### config.mk
export PLATFORM = sky130hd
export DESIGN_NAME = cached_stack
export DESIGN_NICKNAME = d
export VERILOG_FILES = /design/src/rtl/j2_pkg.sv /design/src/rtl/cached_stack_ram.sv /design/src/rtl/cached_stack.sv
export SDC_FILE = /design/constraint.sdc
export NUM_CORES = 1
export LEC_CHECK = 0
export ABC_AREA = 0
export BUFFER_PORTS_ARGS = -buffer_cell sky130_fd_sc_hd__buf_4
export CORE_MARGIN = 5
export CORE_UTILIZATION = 50
export CTS_CLUSTER_SIZE = 16
export DETAILED_ROUTE_END_ITERATION = 8
export PLACE_DENSITY = 0.66
export SYNTH_ARGS = -nofsm -noshare
export SYNTH_HDL_FRONTEND = slang
export SYNTH_SLANG_ARGS = --single-unit
### constraint.sdc
create_clock -name clock -period 9.45 [get_ports clock]
set_clock_uncertainty 0.05 [all_clocks]
set_input_delay 1.89 -clock clock [delete_from_list [all_inputs] [get_ports clock]]
set_output_delay 1.89 -clock clock [all_outputs]
set_load 0.02 [all_outputs]
### src/rtl/j2_pkg.sv
// Shared j2 core definitions: stack operation encoding used by the stacks and the core ALU.
package j2_pkg;

  typedef logic [1:0] stack_op_t;

  localparam stack_op_t STACK_OP_HOLD  = 2'b00;
  localparam stack_op_t STACK_OP_PUSH  = 2'b01;
  localparam stack_op_t STACK_OP_POP   = 2'b10;
  localparam stack_op_t STACK_OP_DROP2 = 2'b11;

endpackage

### src/rtl/cached_stack_ram.sv
// Stack body storage: one synchronous write port and three asynchronous read ports.
// Contents are deliberately left unreset; only the stack pointer state is reset.
module stack_ram #(
  parameter int WIDTH      = 16,
  parameter int DEPTH_LOG2 = 5
) (
  input  logic                  clock,
  input  logic                  write_enable,
  input  logic [DEPTH_LOG2-1:0] write_addr,
  input  logic [WIDTH-1:0]      write_data,
  input  logic [DEPTH_LOG2-1:0] read_addr_a,
  output logic [WIDTH-1:0]      read_data_a,
  input  logic [DEPTH_LOG2-1:0] read_addr_b,
  output logic [WIDTH-1:0]      read_data_b,
  input  logic [DEPTH_LOG2-1:0] read_addr_c,
  output logic [WIDTH-1:0]      read_data_c
);

  localparam int N = 1 << DEPTH_LOG2;

  logic [WIDTH-1:0] mem [N];

  always_ff @(posedge clock) begin
    if (write_enable) begin
      mem[write_addr] <= write_data;
    end
  end

  assign read_data_a = mem[read_addr_a];
  assign read_data_b = mem[read_addr_b];
  assign read_data_c = mem[read_addr_c];

endmodule

### src/rtl/cached_stack.sv
// j2 data/return stack: registered TOS, body in stack_ram, occupancy count,
// sticky overflow/underflow flags and a debug peek port.
module cached_stack
  import j2_pkg::*;
#(
  parameter int WIDTH      = 16,
  parameter int DEPTH_LOG2 = 5,
  parameter bit WRAP       = 1'b1
) (
  input  logic                  clock,
  input  logic                  active_low_reset,
  input  logic                  op_valid,
  input  logic [1:0]            op,
  input  logic                  write_top,
  input  logic [WIDTH-1:0]      top_in,
  input  logic                  clear_errors,
  input  logic [DEPTH_LOG2-1:0] peek_index,
  output logic [WIDTH-1:0]      top,
  output logic [WIDTH-1:0]      second,
  output logic [WIDTH-1:0]      peek_data,
  output logic                  peek_valid,
  output logic [DEPTH_LOG2:0]   count,
  output logic                  overflow,
  output logic                  underflow
);

  localparam logic [DEPTH_LOG2-1:0] PTR_ONE    = DEPTH_LOG2'(1);
  localparam logic [DEPTH_LOG2-1:0] PTR_TWO    = DEPTH_LOG2'(2);
  localparam logic [DEPTH_LOG2:0]   COUNT_ONE  = (DEPTH_LOG2 + 1)'(1);
  localparam logic [DEPTH_LOG2:0]   COUNT_TWO  = (DEPTH_LOG2 + 1)'(2);
  localparam logic [DEPTH_LOG2:0]   COUNT_FULL = {1'b1, {DEPTH_LOG2{1'b0}}};

  logic [DEPTH_LOG2-1:0] ptr;
  logic [DEPTH_LOG2-1:0] ptr_next;
  logic [DEPTH_LOG2:0]   count_next;
  logic [WIDTH-1:0]      top_default;
  logic [WIDTH-1:0]      top_next;
  logic                  push_write;
  logic                  overflow_hit;
  logic                  underflow_hit;
  logic                  allow;
  logic                  execute;
  logic                  ram_write;
  logic [WIDTH-1:0]      body_ptr;
  logic [WIDTH-1:0]      body_ptr_less1;

  stack_op_t stack_op;
  assign stack_op = op;

  // Error detection is independent of WRAP; WRAP only decides whether the op still executes.
  always_comb begin
    overflow_hit  = 1'b0;
    underflow_hit = 1'b0;
    if (op_valid) begin
      case (stack_op)
        STACK_OP_PUSH:  overflow_hit  = (count == COUNT_FULL);
        STACK_OP_POP:   underflow_hit = (count == '0);
        STACK_OP_DROP2: underflow_hit = (count < COUNT_TWO);
        default:        ;
      endcase
    end
  end

  generate
    if (WRAP) begin : g_wrap
      assign allow = 1'b1;
    end else begin : g_reject
      assign allow = !(overflow_hit || underflow_hit);
    end
  endgenerate

  assign execute = op_valid && allow;

  always_comb begin
    ptr_next    = ptr;
    count_next  = count;
    top_default = top;
    push_write  = 1'b0;
    case (stack_op)
      STACK_OP_HOLD: begin
        top_default = top;
      end
      STACK_OP_PUSH: begin
        push_write = 1'b1;
        ptr_next   = ptr + PTR_ONE;
        count_next = (count == COUNT_FULL) ? COUNT_FULL : count + COUNT_ONE;
      end
      STACK_OP_POP: begin
        top_default = body_ptr;
        ptr_next    = ptr - PTR_ONE;
        count_next  = (count == '0) ? '0 : count - COUNT_ONE;
      end
      STACK_OP_DROP2: begin
        top_default = body_ptr_less1;
        ptr_next    = ptr - PTR_TWO;
        count_next  = (count < COUNT_TWO) ? '0 : count - COUNT_TWO;
      end
      default: ;
    endcase
    top_next = write_top ? top_in : top_default;
  end

  // Gating with the reset keeps an op that is in flight when reset asserts from touching the body.
  assign ram_write = execute && push_write && active_low_reset;

  stack_ram #(
    .WIDTH      (WIDTH),
    .DEPTH_LOG2 (DEPTH_LOG2)
  ) u_ram (
    .clock        (clock),
    .write_enable (ram_write),
    .write_addr   (ptr + PTR_ONE),
    .write_data   (top),
    .read_addr_a  (ptr),
    .read_data_a  (body_ptr),
    .read_addr_b  (ptr - PTR_ONE),
    .read_data_b  (body_ptr_less1),
    .read_addr_c  (ptr - peek_index),
    .read_data_c  (peek_data)
  );

  assign second     = body_ptr;
  assign peek_valid = ({1'b0, peek_index} < count);

  always_ff @(posedge clock or negedge active_low_reset) begin
    if (!active_low_reset) begin
      top       <= '0;
      ptr       <= '0;
      count     <= '0;
      overflow  <= 1'b0;
      underflow <= 1'b0;
    end else begin
      if (execute) begin
        top   <= top_next;
        ptr   <= ptr_next;
        count <= count_next;
      end
      // A fresh error in the clearing cycle leaves the flag set.
      overflow  <= (overflow && !clear_errors) || overflow_hit;
      underflow <= (underflow && !clear_errors) || underflow_hit;
    end
  end

endmodule

==> results.sh, run 1 <==
export IMPL_period_share_pct=80.2
export IMPL_setup_violations_final=0
export IMPL_cts_tree="done"
export IMPL_crit_cells=8
export IMPL_max_slew_margin_pct=4.02
export IMPL_worstSetupPathType="in2out"
export IMPL_outcome="completed"
export IMPL_die_x_microns=256
export IMPL_power_density_mw_per_mm2=323
export IMPL_ir_worst_vdd_v=0.000273
export IMPL_report_final_slew_viol_count=0
export IMPL_required_ps=7510
export IMPL_rr_worst_depth=8
export IMPL_tns_ps=0
export IMPL_max_cap_violations=0
export IMPL_die_area_sq_mm=0.0657
export IMPL_hold_path_class="reg2reg"
export IMPL_rows=90
export IMPL_worst_pin_slew_ps=1440
export IMPL_layout_nets=1903
export IMPL_final_common_cell="edfxtp_1"
export IMPL_whs_path_depth=2
export IMPL_postSynth_asyncResetShare_pct=5.36
export IMPL_whs_ps=489
export IMPL_postRouteAntennaNets=0
export IMPL_synthTopCellsByArea="edfxtp_1 51%, mux4_2 24%, mux2_2 6.6%"
export IMPL_numCtsBuffers=57
export IMPL_dpl_cell_area_sq_mm=0.0319
export IMPL_rsz0062_at_grt="false"
export IMPL_period_needed_ps=7580
export IMPL_dp_hpwl_microns=58700
export IMPL_syn_nets=1860
export IMPL_max_stage_delay_ps=1410
export IMPL_io_pins=85
export IMPL_netlist_instances=1806
export IMPL_synth_edff_count=512
export IMPL_h_tree_depth=2
export IMPL_syn_area_sq_mm=0.0303
export IMPL_drt_pass1_iterations=5
export IMPL_path_buf_inv=3
export IMPL_yosys_warnings=0
export IMPL_postCtsHoldBufs=0
export IMPL_io_buffers=84
export IMPL_drt_initial_drc_count=2917
export IMPL_start_util_pct=50.3
export IMPL_fmax_mhz=132
export IMPL_routed_wl_microns=98600
export IMPL_clock_root_buffer="clkbuf_16"
export IMPL_critPathArrivalTime_ps=5640
export IMPL_grt_first_pass_wirelength_microns=142000
export IMPL_yosysSeqAreaShare_pct=53.1
export IMPL_drc=0
export IMPL_hold_viol=0
export IMPL_cts_reportedPaths_clkPinSlew_ps=60
export IMPL_synthDistinctLibCells=54
export IMPL_end_kind="primary output"
export IMPL_cpMostUsedCell="buf_4"
export IMPL_synth_avg_cell_area_sq_um=16.8
export IMPL_diodes=0
export IMPL_grt_max_degree=167
export IMPL_die_h_microns=256
export IMPL_cts_buffer_depth=3
export IMPL_postCtsSetupRepairBufs=0
export IMPL_vias=19900
export IMPL_path_delay_family="adder cells"
export IMPL_layout_drive_gt1_share_pct=40.2
export IMPL_area_growth_synth_to_final_pct=11.1
export IMPL_cts_resized=0
export IMPL_gr_usage_all_layers_pct=29.5
export IMPL_core_sq_mm=0.0602
export IMPL_startpoint_type="input port"
export IMPL_synth_top_area_share_pct=50.7
export IMPL_grt_pass1_vias=19700
export IMPL_synth_area_leader_cell="edfxtp_1"
export IMPL_path_cells="buf_4, ha_4, fa_4, buf_4, mux4_2, mux4_2, mux2_2, buf_4"
export IMPL_final_cell_mix="512 x edfxtp_1, 318 x mux4_2, 177 x mux2_2"
export IMPL_leakage_nw=10.8
export IMPL_wire_per_inst_microns=36.9
export IMPL_crit_path_top_delay_cell="fa_4"
export IMPL_stdcell_area_sq_mm=0.0337
export IMPL_vias_per_cell=7.43
export IMPL_gp_congestion=0.891
export IMPL_yosys_register_bits=541
export IMPL_antenna_found_initial=1
export IMPL_clk_latency_ps=630
export IMPL_clock_sinks=541
export IMPL_grt_overflow=0
export IMPL_synthFlopType="edfxtp_1"
export IMPL_path_max_fanout=52
==> synthesized netlist by cell type (all sizes together) (2+ instances only) <==
| cell type | count |
|---|---|
| nor3b | 2 |
| o22ai | 70 |
| and3b | 2 |
| clkbuf | 70 |
| nor3 | 4 |
| a221oi | 16 |
| a22oi | 22 |
| ha | 25 |
| nand2 | 73 |
| o21ai | 58 |
| nor2b | 9 |
| mux2 | 177 |
| a21oi | 12 |
| a211oi | 2 |
| nand3 | 11 |
| and2 | 15 |
| o211ai | 16 |
| xor2 | 6 |
| nand2b | 3 |
| edfxtp | 512 |
| o31a | 14 |
| mux4 | 322 |
| o2111a | 2 |
| a21o | 5 |
| o221ai | 17 |
| a31oi | 19 |
| buf | 83 |
| xnor2 | 9 |
| nor2 | 42 |
| or3 | 4 |
| a22o | 12 |
| nand3b | 16 |
| o31ai | 2 |
| and3 | 2 |
| inv | 19 |
| dfrtp | 29 |
| nand4 | 17 |
| mux2i | 79 |
==> cells by family (layout without fill, tap and decap cells) <==
family | after synthesis | after routing | synth area share [%]
compound gates | 273 | 273 | 6.10
simple gates | 201 | 201 | 3.23
flops | 541 | 541 | 53.1
buf+inv | 172 | 260 | 2.84
mux | 578 | 578 | 33.1
xor+xnor | 15 | 15 | 0.483
fa+ha+maj | 26 | 26 | 1.10
==> report_power, final <==
part | switching, mW | internal [mW]
sequential | 0.189 | 2.90
clock | 0.950 | 1.30
combinational | 3.28 | 2.27
total | 4.42 | 6.47
==> area by class of cell <==
type / count / area (sq um)
clock buffers: 70 / 1490
flip-flops and latches: 541 / 16100
clock inverters: 34 / 345
multi-input cells: 1093 / 13600
inverters: 19 / 71.3
fillers: 4532 / 26500
repair buffers: 137 / 1080
well taps: 782 / 978
==> worst min-delay path, cell delays in order, from the launching register on <==
cell and delay (ps):
dfrtp_1 380, inv_1 60, o22ai_1 60
==> through the flow <==
stage,std cells,power (mW),utilization [%],setup slack (ps)
after floorplan,1806,6.55,-,3130
after global placement,2572,8.56,52.9,1930
after detailed placement,2572,8.61,52.9,1880
after CTS,2676,10.8,55.9,1870
after global routing,2676,11.2,55.9,1810
final,2676,10.9,55.9,1870
==> layer usage <==
layer | track usage (%) | part of all wire (%)
met1 | 40.0 | 37
met2 | 45.8 | 47
met5 | 0 | 0
met3 | 5.89 | 11
met4 | 15.1 | 5.9
==> sequential cells by signal (all words and copies together), names as in the netlist <==
register and flops:
underflow 1, top 16, u_ram.mem 512, count 6, ptr 5, overflow 1
==> path summary, 6_finish.rpt <==
kind                       slack, ps            to             start
max                             1870  peek_data[0]     peek_index[0]
min                              490     underflow         underflow
max reg2reg                     4910        top[5]            ptr[1]
min reg2reg                      490     underflow         underflow
max in group asynchronous       7720        ptr[1]  active_low_reset
min in group asynchronous       1190      count[0]  active_low_reset
Note: power is estimated with default switching activity, not from simulation.
==> inputs of run 2 (changes only) <==
PLACE_DENSITY = 0.69   (was 0.66)
clock period = 6.6 ns   (was 9.45 ns; I/O delays follow)
==> run 2 against run 1 <==
The run now ends with design-rule violations left. Setup slack worse by 1100 ps. Combinational power up 44%. Power up 44%. Clock-buffer cell count up 5. Hold slack better by 1.4 ps. First-iteration DRC count down 1.3%. Sequential power up 41%. Cell count up 0.37%. Flip-flop and latch count unchanged. Via count down 0.20%. Non-clock buffer count up 5. Highest routed layer unchanged.
==> results.sh, run 2 (synthesis results as in run 1) <==
export IMPL_outcome="complete, but fails checks"
export IMPL_violations="design-rule violations"
export IMPL_die_h_microns=256
export IMPL_leakage_nw=10.9
export IMPL_startpoint_type="input port"
export IMPL_final_cell_mix="512 x edfxtp_1, 318 x mux4_2, 177 x mux2_2"
export IMPL_cts_reportedPaths_clkPinSlew_ps=60
export IMPL_cts_tree="done"
export IMPL_fmax_mhz=171
export IMPL_rows=90
export IMPL_worstSetupPathType="in2out"
export IMPL_clock_sinks=541
export IMPL_report_final_slew_viol_count=0
export IMPL_area_growth_synth_to_final_pct=11.8
export IMPL_hold_viol=0
export IMPL_r2r_slack_ps=2250
export IMPL_whs_path_depth=2
export IMPL_power_density_mw_per_mm2=464
export IMPL_diodes=0
export IMPL_postCtsHoldBufs=0
export IMPL_die_area_sq_mm=0.0657
export IMPL_required_ps=5230
export IMPL_max_slew_margin_pct=27.4
export IMPL_h_tree_depth=2
export IMPL_layout_nets=1909
export IMPL_layout_drive_gt1_share_pct=40.8
export IMPL_p_seq_share_pct=27.8
export IMPL_wire_per_inst_microns=35.9
export IMPL_gp_congestion=0.905
export IMPL_max_stage_delay_ps=790
export IMPL_final_util_pct=56.3
export IMPL_die_x_microns=256
export IMPL_path_max_fanout=96
export IMPL_cts_buffer_depth=3
export IMPL_period_needed_ps=5840
export IMPL_worst_pin_slew_ps=1090
export IMPL_combinationalPowerShare_pct=50.7
export IMPL_end_kind="primary output"
export IMPL_drc=7
export IMPL_n_fill_cell=4513
export IMPL_postCtsSetupRepairBufs=0
export IMPL_grt_overflow=0
export IMPL_whs_endpoint="underflow"
export IMPL_largest_register_ffs=512
export IMPL_routed_wl_microns=96400
export IMPL_antenna_found_initial=1
export IMPL_top_regs="u_ram.mem: 512 flops, top: 16 flops, count: 6 flops"
export IMPL_grt_pass1_vias=19600
export IMPL_clock_root_buffer="clkbuf_16"
export IMPL_vias=19800
export IMPL_hold_path_class="reg2reg"
export IMPL_cts_resized=0
export IMPL_fin_cells=2686
export IMPL_start_util_pct=50.3
export IMPL_clk_latency_ps=630
export IMPL_stdcell_area_sq_mm=0.0339
export IMPL_p_int_mw=9.42
export IMPL_postRouteAntennaNets=0
export IMPL_rr_worst_depth=9
export IMPL_hold_start="underflow"
export IMPL_worstReg2RegStart="ptr[0]"
export IMPL_ir_worst_vdd_v=0.000383
export IMPL_dpl_cell_area_sq_mm=0.0319
export IMPL_io_buffers=84
export IMPL_drt_pass1_iterations=9
export IMPL_rsz0062_at_grt="false"
export IMPL_core_sq_mm=0.0602
export IMPL_netSwitchingPower_mw=6.31
export IMPL_vias_per_cell=7.38
export IMPL_max_cap_violations=0
export IMPL_io_pins=85
export IMPL_critPathArrivalTime_ps=4470
export IMPL_crit_path_top_delay_cell="fa_4"
export IMPL_numCtsBuffers=58
export IMPL_tns_ps=0
export IMPL_regMostFlops="u_ram.mem"
export IMPL_dp_hpwl_microns=57100
export IMPL_dpl_cell_count=2577
export IMPL_worstReg2RegEnd="top[1]"
export IMPL_grt_first_pass_wirelength_microns=139000
export IMPL_path_cells="buf_4, ha_4, fa_4, buf_12, mux4_2, mux4_2, mux2_2, buf_4"
export IMPL_drt_initial_drc_count=2880
export IMPL_switching_share_pct=40.1
export IMPL_clock_power_share_pct=21.5
export IMPL_power_mw=15.7
export IMPL_critPathLaunch="peek_index[0]"
export IMPL_period_share_pct=88.5
export IMPL_grt_max_degree=135
export IMPL_setup_violations_final=0
export IMPL_final_common_cell="edfxtp_1"
export IMPL_gr_usage_all_layers_pct=28.7
run 2: final cells by class:
class / count / area [sq um] / share of cell area, %
inverter: 19 / 71.3 / 0.210
clock inverter: 34 / 367 / 1.08
clock buffer: 75 / 1600 / 4.71
sequential: 541 / 16100 / 47.5
tap: 782 / 978 / 2.89
timing repair buffer: 142 / 1170 / 3.44
multi-input combinational: 1093 / 13600 / 40.2
run 2: power groups by stage:
stage | clock network (mW) | logic, mW | registers (mW)
2_1_floorplan | 0 | 4.89 | 4.49
3_3_place_gp | 0 | 7.80 | 4.42
3_5_place_dp | 0 | 7.88 | 4.44
4_1_cts | 3.40 | 7.90 | 4.37
5_1_grt | 3.54 | 8.24 | 4.39
6_report | 3.37 | 7.98 | 4.37
run 2: how the worst max path moves through the flow:
stage	to	slack, ps	cells past startpoint
finish	peek_data[9]	760	8
global route	peek_data[9]	760	8
detailed placement	peek_data[9]	810	8
floorplan	peek_data[12]	1420	7
global placement	peek_data[9]	830	8
CTS	peek_data[9]	800	8
run 2: worst max-delay path: cells and delay by family:
kind	cells	cell delay [ps]
mux	3	1330
buf+inv	3	770
fa+ha+maj	2	950
run 2: metrics by stage:
stage | hold slack, ps | worst slack [ps]
4_1_cts | 487 | 799
5_1_grt | 533 | 760
6_report | 490 | 756
3_5_place_dp | 478 | 811
3_3_place_gp | 482 | 827
2_1_floorplan | 566 | 1420
run 2: per-layer routing:
metal	vias up	wire length, microns	global-route usage [%]
li1	7790	-	-
met1	10300	34400	37.9
met2	1474	45600	45.6
met3	261	11100	6.74
met4	0	5320	13.3
met5	-	0	0
